File: src/rtl/noc_out_port_arbiter.sv
// Output-port arbiter for a wormhole NoC router: round-robin packet-level
// arbitration across input VCs with per-VC downstream credit tracking.
module noc_out_port_arbiter #(
  parameter int NUM_VC     = 4,
  parameter int DATA_W     = 128,
  parameter int CREDIT_MAX = 4
) (
  input  logic                        clk,
  input  logic                        rst_n,
  input  logic [NUM_VC-1:0]           in_valid,
  input  logic [NUM_VC*DATA_W-1:0]    in_flit,
  output logic [NUM_VC-1:0]           in_ready,
  output logic                        out_valid,
  output logic [DATA_W-1:0]           out_flit,
  output logic [$clog2(NUM_VC)-1:0]   out_vc,
  input  logic                        credit_valid,
  input  logic [$clog2(NUM_VC)-1:0]   credit_vc,
  output logic                        err_credit_ovf
);

  localparam int VW = $clog2(NUM_VC);
  localparam int CW = $clog2(CREDIT_MAX + 1);
  localparam logic [3:0]    HEAD_H    = 4'hA;
  localparam logic [3:0]    TAIL_H    = 4'hC;
  localparam logic [CW-1:0] CRED_FULL = CW'(CREDIT_MAX);

  typedef enum logic {IDLE, LOCKED} state_t;

  // A simultaneous transfer and return cancel; a return to a full counter saturates.
  function automatic logic [CW-1:0] credit_next(input logic [CW-1:0] cur,
                                                input logic dec, input logic inc);
    if (dec && !inc)
      credit_next = cur - CW'(1);
    else if (inc && !dec && (cur != CRED_FULL))
      credit_next = cur + CW'(1);
    else
      credit_next = cur;
  endfunction

  function automatic logic credit_ovf(input logic [CW-1:0] cur,
                                      input logic dec, input logic inc);
    credit_ovf = inc && !dec && (cur == CRED_FULL);
  endfunction

  state_t            state_q, state_d;
  logic [VW-1:0]     lock_vc_q, lock_vc_d;
  logic [VW-1:0]     rr_ptr_q, rr_ptr_d;
  logic [CW-1:0]     credit_q [NUM_VC];
  logic              err_q;

  logic [NUM_VC-1:0] is_head, is_tail, has_credit, credit_ret, ovf_vec;
  logic [NUM_VC-1:0] grant;
  logic              found;
  int                idx;

  logic              vld_p0;
  logic [VW-1:0]     vc_p0;
  logic [DATA_W-1:0] flit_p0;
  logic              vld_p1;
  logic [VW-1:0]     vc_p1;
  logic [DATA_W-1:0] flit_p1;

  always_comb begin
    is_head    = '0;
    is_tail    = '0;
    has_credit = '0;
    credit_ret = '0;
    for (int i = 0; i < NUM_VC; i++) begin
      is_head[i]    = (in_flit[i*DATA_W + DATA_W-1 -: 4] == HEAD_H);
      is_tail[i]    = (in_flit[i*DATA_W + DATA_W-1 -: 4] == TAIL_H);
      has_credit[i] = (credit_q[i] != '0);
      credit_ret[i] = credit_valid && (credit_vc == VW'(i));
    end
  end

  // IDLE grants a head flit combinationally; LOCKED follows the locked VC until its tail.
  always_comb begin
    state_d   = state_q;
    lock_vc_d = lock_vc_q;
    rr_ptr_d  = rr_ptr_q;
    grant     = '0;
    found     = 1'b0;
    idx       = 0;
    case (state_q)
      IDLE: begin
        for (int k = 0; k < NUM_VC; k++) begin
          idx = int'(rr_ptr_q) + k;
          if (idx >= NUM_VC) idx = idx - NUM_VC;
          if (!found && in_valid[idx] && is_head[idx] && has_credit[idx]) begin
            found      = 1'b1;
            grant[idx] = 1'b1;
            lock_vc_d  = VW'(idx);
          end
        end
        if (found) state_d = LOCKED;
      end
      LOCKED: begin
        if (in_valid[lock_vc_q] && has_credit[lock_vc_q]) begin
          grant[lock_vc_q] = 1'b1;
          if (is_tail[lock_vc_q]) begin
            state_d  = IDLE;
            rr_ptr_d = (lock_vc_q == VW'(NUM_VC-1)) ? '0 : lock_vc_q + VW'(1);
          end
        end
      end
      default: state_d = IDLE;
    endcase
  end

  assign in_ready = rst_n ? grant : '0;

  always_comb begin
    ovf_vec = '0;
    for (int i = 0; i < NUM_VC; i++)
      ovf_vec[i] = credit_ovf(credit_q[i], in_ready[i], credit_ret[i]);
  end

  // Stage p0: selected flit of the granted VC
  always_comb begin
    vc_p0 = '0;
    for (int i = 0; i < NUM_VC; i++)
      if (grant[i]) vc_p0 = VW'(i);
  end

  assign vld_p0  = |in_ready;
  assign flit_p0 = in_flit[int'(vc_p0)*DATA_W +: DATA_W];

  always_ff @(posedge clk or negedge rst_n) begin
    if (!rst_n) begin
      state_q   <= IDLE;
      lock_vc_q <= '0;
      rr_ptr_q  <= '0;
      vld_p1    <= 1'b0;
      err_q     <= 1'b0;
      for (int i = 0; i < NUM_VC; i++) credit_q[i] <= CRED_FULL;
    end else begin
      state_q   <= state_d;
      lock_vc_q <= lock_vc_d;
      rr_ptr_q  <= rr_ptr_d;
      vld_p1    <= vld_p0;
      if (|ovf_vec) err_q <= 1'b1;
      for (int i = 0; i < NUM_VC; i++)
        credit_q[i] <= credit_next(credit_q[i], in_ready[i], credit_ret[i]);
    end
  end

  // Stage p1: registered output flit, held when no transfer occurs
  always_ff @(posedge clk or negedge rst_n) begin
    if (!rst_n) begin
      flit_p1 <= '0;
      vc_p1   <= '0;
    end else if (vld_p0) begin
      flit_p1 <= flit_p0;
      vc_p1   <= vc_p0;
    end
  end

  assign out_valid      = vld_p1;
  assign out_flit       = flit_p1;
  assign out_vc         = vc_p1;
  assign err_credit_ovf = err_q;

endmodule

File: config.mk
export PLATFORM = sky130hd
export DESIGN_NAME = noc_out_port_arbiter
export DESIGN_NICKNAME = d
export VERILOG_FILES = /design/src/rtl/noc_out_port_arbiter.sv
export SDC_FILE = /design/constraint.sdc
export NUM_CORES = 1
export LEC_CHECK = 0
export CAP_MARGIN = 20
export CORE_AREA = 2 2 255 257
export CTS_CLUSTER_DIAMETER = 50
export DETAILED_ROUTE_END_ITERATION = 7
export DIE_AREA = 0 0 257 259
export PLACE_DENSITY = 0.52
export SETUP_SLACK_MARGIN = 0.1
export SYNTH_ARGS = -nofsm -noshare
export SYNTH_HDL_FRONTEND = slang
export SYNTH_SLANG_ARGS = --single-unit
export TNS_END_PERCENT = 30
File: constraint.sdc
create_clock -name clk -period 3.6 [get_ports clk]
set_input_delay 0.72 -clock clk [delete_from_list [all_inputs] [get_ports clk]]
set_output_delay 0.72 -clock clk [all_outputs]
set_load 0.02 [all_outputs]
## Yosys cells after proc, flatten, opt, wreduce, memory -nomap -nowiden

Index checks and enable logic that the tools add are counted.
Widths: inputs -> output; s select.

| storage, ports and cells | value |
|---|---|
| flip-flop bits (word level) | 149 |
| latch bits | 0 |
| bits in writable memories | 0 |
| memory bits (read-only) | 0 |
| input port bits | 521 |
| output and inout port bits | 136 |
| memories | 0 |

| operators by class | value |
|---|---|
| add/subtract/negate cells | 16 |
| $mul | 0 |
| div/mod/pow operators | 0 |
| $lt $le $gt $ge | 14 |
| equal/unequal tests | 20 |
| shift operators | 1 |
| multiplexer cells | 98 |
| bitwise gates (word level) | 4 |
| reduce and logical (&&, ||, !) cells | 62 |

Operator list:

| cell | count |
|---|---|
| $shiftx 512x10->128 | 1 |
| $mux 32 | 8 |
| $ge 32x1->1 const B | 4 |
| $lt 32x4->1 const B | 4 |
| $mux 1 | 44 |
| $logic_and 1x1->1 | 37 |
| $mux 4 | 9 |
| $eq 4x4->1 const B | 8 |
| $bmux 1 s2 | 15 |
| $mux 3 | 8 |
| $mux 2 | 7 |
| $add 3x1->3 const B | 4 |
| $eq 3x3->1 const B | 4 |
| $ne 3x3->1 const B | 4 |
| $or 4x4->4 | 3 |
| $reduce_bool 3->1 | 4 |
| $sub 3x1->3 const B | 4 |
| $sub 3x3->4 const B | 3 |
| $logic_not 1->1 | 11 |
| $demux 1 s2 | 5 |
| $ge 3x3->1 const B | 3 |
| $pmux 4 s2 | 1 |
| $reduce_bool 2->1 | 4 |
| $reduce_or 4->1 | 2 |
| 15 further kinds | 18 |

## Longest topological paths before layout

| logic depth | value |
|---|---|
| depth in word-level cells | 34 |
| mapped depth | 18 |
| mapped depth without buffers | 14 |

## Worst setup path before layout

OpenSTA, ideal clock, no wires.

| timing | value |
|---|---|
| kind | reg2reg |
| start point | reg rr_ptr_q[0] |
| end point | reg credit_q[5] (netlist bit) |
| arrival time | 4171 ps |
| required time | 3518 ps |
| setup slack | -653 ps |
| stages on the path, launching flop included | 17 |
| path buffers | 3 |
| period minus slack after synthesis | 4253 ps |
| cell sequence | dfrtp_1 > clkinv_1 > ha_1 > clkbuf_1 > inv_1 > o2111ai_1 > a2111oi_2 > o21ai_0 > a41o_1 > clkbuf_1 > clkbuf_1 > nor2_1 > nand2_1 > fa_1 > a2111oi_0 > o21ai_0 > o31a_1 |

| between the ends | value |
|---|---|
| cells in the longest elaborated chain, start to end | 33 |
| elaborated cells on any way between the ends | 113 |
| classes of those cells | add/sub: 7; order compare: 12; mux: 68; bitwise: 3; reduce/logical: 23 |

RTL lines:

| what | line | text |
|---|---|---|
| start, declared | 47 | `logic [VW-1:0] rr_ptr_q, rr_ptr_d;` |
| start signal, assigned | 139 | `rr_ptr_q <= rr_ptr_d;` |
| parallel branches: the longest is 26 deep, another holds $ge 32x1->1 | - |  |
| $mux 4 * | 89 | `if (!found && in_valid[idx] && is_head[idx] && has_credit[idx]) begin` |
| $pmux 4 s2 * | 84 | `case (state_q)` |
| $mux 4 * | 110 | `assign in_ready = rst_n ? grant : '0;` |
| net in_ready[2] | 12 | `output logic [NUM_VC-1:0] in_ready,` |
| $logic_not 1->1 | 34 | `else if (inc && !dec && (cur != CRED_FULL))` |
| $logic_and 1x1->1 (2 in series) | 34 |  |
| $reduce_bool 2->1 (no source line) | - |  |
| end signal, assigned by index | 143 | `credit_q[i] <= credit_next(credit_q[i], in_ready[i], credit_ret[i]);` |
| end, declared | 48 | `logic [CW-1:0] credit_q [NUM_VC];` |

Mark *: on every way through the listed nets, which the timed path passes. The select of a mux whose other input is x is not followed.
A chain may end at the register's enable or synchronous reset.

## Worst setup path after layout

| timing | value |
|---|---|
| start point | reg credit_q[3] (netlist bit) |
| end point | reg flit_p1[121] (netlist: out_flit[121]) |

| between the ends | value |
|---|---|
| cells in the longest elaborated chain, start to end | 29 |
| elaborated cells on any way between the ends | 53 |
| classes of those cells | shift: 1; mux: 33; bitwise: 3; reduce/logical: 16 |

RTL lines:

| what | line | text |
|---|---|---|
| $reduce_bool 3->1 * | 71 | `has_credit[i] = (credit_q[i] != '0);` |
| $bmux 1 s2 | 89 |  |
| $mux 1 (implied by the code) (2 in series) | 89 |  |
| $logic_and 1x1->1 | 89 |  |
| $mux 1 | 89 |  |
| $mux 1 | 84 |  |
| $logic_not 1->1 | 89 |  |
| $logic_and 1x1->1 (3 in series) | 89 |  |
| [... 7 more ...] | - |  |
| $mux 1 | 84 |  |
| $logic_not 1->1 | 89 |  |
| $logic_and 1x1->1 (3 in series) | 89 |  |
| $mux 4 | 89 |  |
| $pmux 4 s2 * | 84 |  |
| $mux 1 | 122 | `if (grant[i]) vc_p0 = VW'(i);` |
| $mux 2 (2 in series) | 122 |  |
| $shiftx 512x10->128 | 126 | `assign flit_p0 = in_flit[int'(vc_p0)*DATA_W +: DATA_W];` |
| end signal, assigned | 153 | `flit_p1 <= flit_p0;` |
| end, declared | 61 | `logic [DATA_W-1:0] flit_p1;` |

Every way passes the cells marked *; elsewhere a longest branch is shown, timed or not. The select of a mux whose other input is x is not followed.

==> impl_metrics.tcl <==
set metrics [dict create \
    synth_edf_count 0 \
    cts_tree "done" \
    viasPerCell 4.87 \
    clock_sinks 149 \
    place_area_um2 19400 \
    p_switching_uw 9160 \
    die_h_um 259 \
    drc 0 \
    swShare_pct 46.9 \
    finalSetupViolations 47 \
    min_period_ns 3.69 \
    path_cells "buf_4 -> o31a_1 -> buf_4 -> buf_4 -> mux4_2 -> a21oi_4 -> buf_4 -> buf_4 -> a31o_4 -> buf_12 -> buf_6 -> buf_8 -> nand2_1 -> a311o_1 -> a31oi_2" \
    port_buffers 656 \
    total_power_uw 19500 \
    outcome "finished with violations" \
    min_period_over_period_pct 102 \
    start_util_pct 17.0 \
    worst_slack_ns -0.0897 \
    comb_power_share_pct 73.6 \
    postRouteAntennaNets 0 \
    cp_slowest_cell "mux4_2" \
    worstMarginPinSlew_ns 0.839 \
    crit-reg2reg-launch "credit_q[3]$_DFFE_PN0P_" \
    gp_congestion 0.910 \
    rr_worst_depth 15 \
    ys_ff_latch 149 \
    max_freq_mhz 271 \
    drt-pass1-iter-count 5 \
    clk_pin_slew_ns 0.07 \
    async_flop_share_pct 100 \
    crit_top_cell "buf_4" \
    p_leak_uw 0.00826 \
    timing.hold.ws_ns 0.0748 \
    ys.flop_type "dfrtp_1" \
    io_pins 657 \
    internal-power_uw 10400 \
    clk_latency_ns 0.48 \
    slew_headroom_pct 44.1 \
    synth.largest_area_cell "dfrtp_1" \
    grt_pass1_vias 14374 \
    use_met1_pct 20.5 \
    pwr-share-clk_pct 10.2 \
    ys_seq_area_share_pct 34.3 \
    maxSlewViolCount 0 \
    hold_class "in -> async" \
    synth_area_um2 10900 \
    synthToLayoutAreaGrowth_pct 99.1 \
    arrival_ns 4.10 \
    worst-setup-path-type "reg -> reg" \
    dp_hpwl_um 45000 \
    start_kind "flip-flop" \
    htreeDepth 4 \
    syn_nets 1974 \
    grt_first_pass_wirelength_um 88200 \
    rrSetupSlack_ns -0.09 \
    top_usage_layer "met2" \
    yosysUniqueCellTypes 57 \
    die_w_um 257 \
    vdd_drop_max_mv 0.687 \
    use_met2_pct 30.3 \
    timing.rr.end "out_flit[121]$_DFFE_PN0P_" \
    syn_avg_cell_area_um2 7.57 \
    power_density_nw_per_um2 902 \
    cap_violations 0 \
    cts_buffers 17 \
    die-area_um2 66600 \
    cp_slowest_stage_delay_ns 0.56 \
    hold_viol_final 0 \
    syn_inst 1437 \
    final_area_um2 21700 \
    fin_skew_ns 0.0208 \
    cts_buffer_depth 2 \
    ys_warn_count 0 \
    grt_use_met3_pct 4.47 \
    fin_nets 2705 \
    crit_required_ns 4.01 \
    antenna_found_initial 2 \
    grt.total_usage_pct 17.2 \
    drive_gt1_share_pct 16.2 \
    rsz0062_at_grt "yes" \
    synth_top_area_share_pct 33.3 \
    worstPathMaxFanout 11 \
    synth_area_leaders "dfrtp_1 33%, a311o_1 12%, nand2_1 9.8%, a31oi_1 7.6%, a21oi_1 6.9%" \
    vias 14780 \
    core_region_area_um2 63900 \
    pre_cts_ws_ns -0.878 \
    gr-total-overflow 0 \
    detail_route.wl_per_cell_um 21.6 \
    violations "negative setup slack" \
    num_rows 93 \
    drt-total-wl_um 65600 \
    grt_max_degree 142 \
    pwr-share-seq_pct 16.2 \
    end_kind "flip-flop" \
    drtIter0Drc 997 \
    root_buffer "clkbuf_16" \
]
==> cell type report <==
class	count	area, µm²
Timing Repair Buffer	862	9010
Antenna cell	1	2.50
Clock buffer	17	425
Fill cell	6532	42200
Multi-Input combinational cell	1117	7140
Tap cell	855	1070
Clock inverter	14	201
Sequential cell	149	3730
Inverter	21	86.3
==> registers in the layout, summed over array words and instances, names as in the netlist <==
signal          cells
out_valid           1
state_q             1
err_credit_ovf      1
out_vc              2
credit_q           12
lock_vc_q           2
out_flit          128
rr_ptr_q            2
==> Yosys cell counts, types with 8 or more instances <==
| library cell | n |
|---|---|
| nor3_1 | 10 |
| o21ai_0 | 145 |
| dfrtp_1 | 145 |
| nand3_1 | 11 |
| a31oi_1 | 132 |
| mux2i_1 | 8 |
| clkbuf_1 | 131 |
| a21oi_1 | 149 |
| a311o_1 | 128 |
| nand2_1 | 284 |
| ha_1 | 12 |
| nor2_1 | 146 |
| inv_1 | 19 |
| buf_2 | 16 |
==> repair_timing <==
action	in CTS	in global routing
cloned	4	18
pin swaps	24	89
hold buffers	0	0
setup endpoints to repair	143	143
buffers inserted	22	29
resized for setup	85	120
==> how the worst max path moves through the flow <==
stage	from	slack [ns]	end
global placement	in_flit[383]	-0.91	in_ready[1]
detailed placement	in_flit[125]	-0.88	in_ready[1]
finish	credit_q[3]$_DFFE_PN0P_	-0.09	out_flit[121]$_DFFE_PN0P_
floorplan	in_flit[380]	0.04	credit_q[5]$_DFFE_PN1P_
CTS	credit_q[5]$_DFFE_PN1P_	-0.08	in_ready[2]
global route	in_flit[127]	-0.16	in_ready[3]
==> layout by cell type, fill, tap and decap left out, types with 5 or more instances in the layout <==
cell / n
clkdlybuf4s50_1: 632
nand2_1: 278
dfrtp_1: 144
nor2_1: 142
o21ai_0: 137
buf_4: 129
a311o_1: 128
a31oi_1: 125
a21oi_1: 120
clkbuf_16: 31
buf_6: 26
buf_12: 24
a21oi_2: 21
inv_1: 15
dlygate4sd2_1: 12
ha_1: 11
buf_16: 11
nand3_1: 10
nor3_1: 10
a21oi_4: 8
mux2i_1: 8
mux4_2: 6
o21ai_1: 6
buf_8: 6
o31a_1: 5
a2111oi_4: 5
a31oi_4: 5
xnor2_1: 5
==> stage by stage <==
stage	util, %	cells	TNS [ns]
floorplan	-	1437	0
finish	33.9	3036	-1.51
global route	33.9	3036	-7.97
global placement	30.3	2935	-103.09
CTS	32.2	2991	-0.324
detailed placement	30.3	2935	-104.16
==> layer usage <==
| layer | routed length, µm | vias to the layer above |
|---|---|---|
| met5 | 0 | - |
| met4 | 1560 | 0 |
| met3 | 4260 | 77 |
| met2 | 33100 | 642 |
| met1 | 26700 | 7263 |
| li1 | - | 6798 |
==> critical path: cells and delay by family, from the launching register on <==
kind	cells	cell delay [ns]
simple gates	1	0.06
mux	1	0.56
buf+inv	8	1.17
compound gates	5	1.39
flops	1	0.42
==> cells by family (layout without fill, tap and decap cells) <==
family	Yosys count	count (layout)	share of synthesized area, %
other cells	0	1	0
compound gates	601	601	37.1
xor+xnor	5	5	0.402
flops	149	149	34.3
fa+ha+maj	16	16	2.12
mux	15	15	2.08
simple gates	480	480	17.9
buf+inv	171	914	6.08
==> power groups by stage <==
stage	Clock, µW	Combinational (µW)	Sequential, µW
finish	1990	14400	3170
global route	2140	15300	3280
CTS	2060	12500	3140
detailed placement	0	11800	3140
global placement	0	11700	3110
floorplan	0	5540	4010
Power figures use the tool's default switching activity.
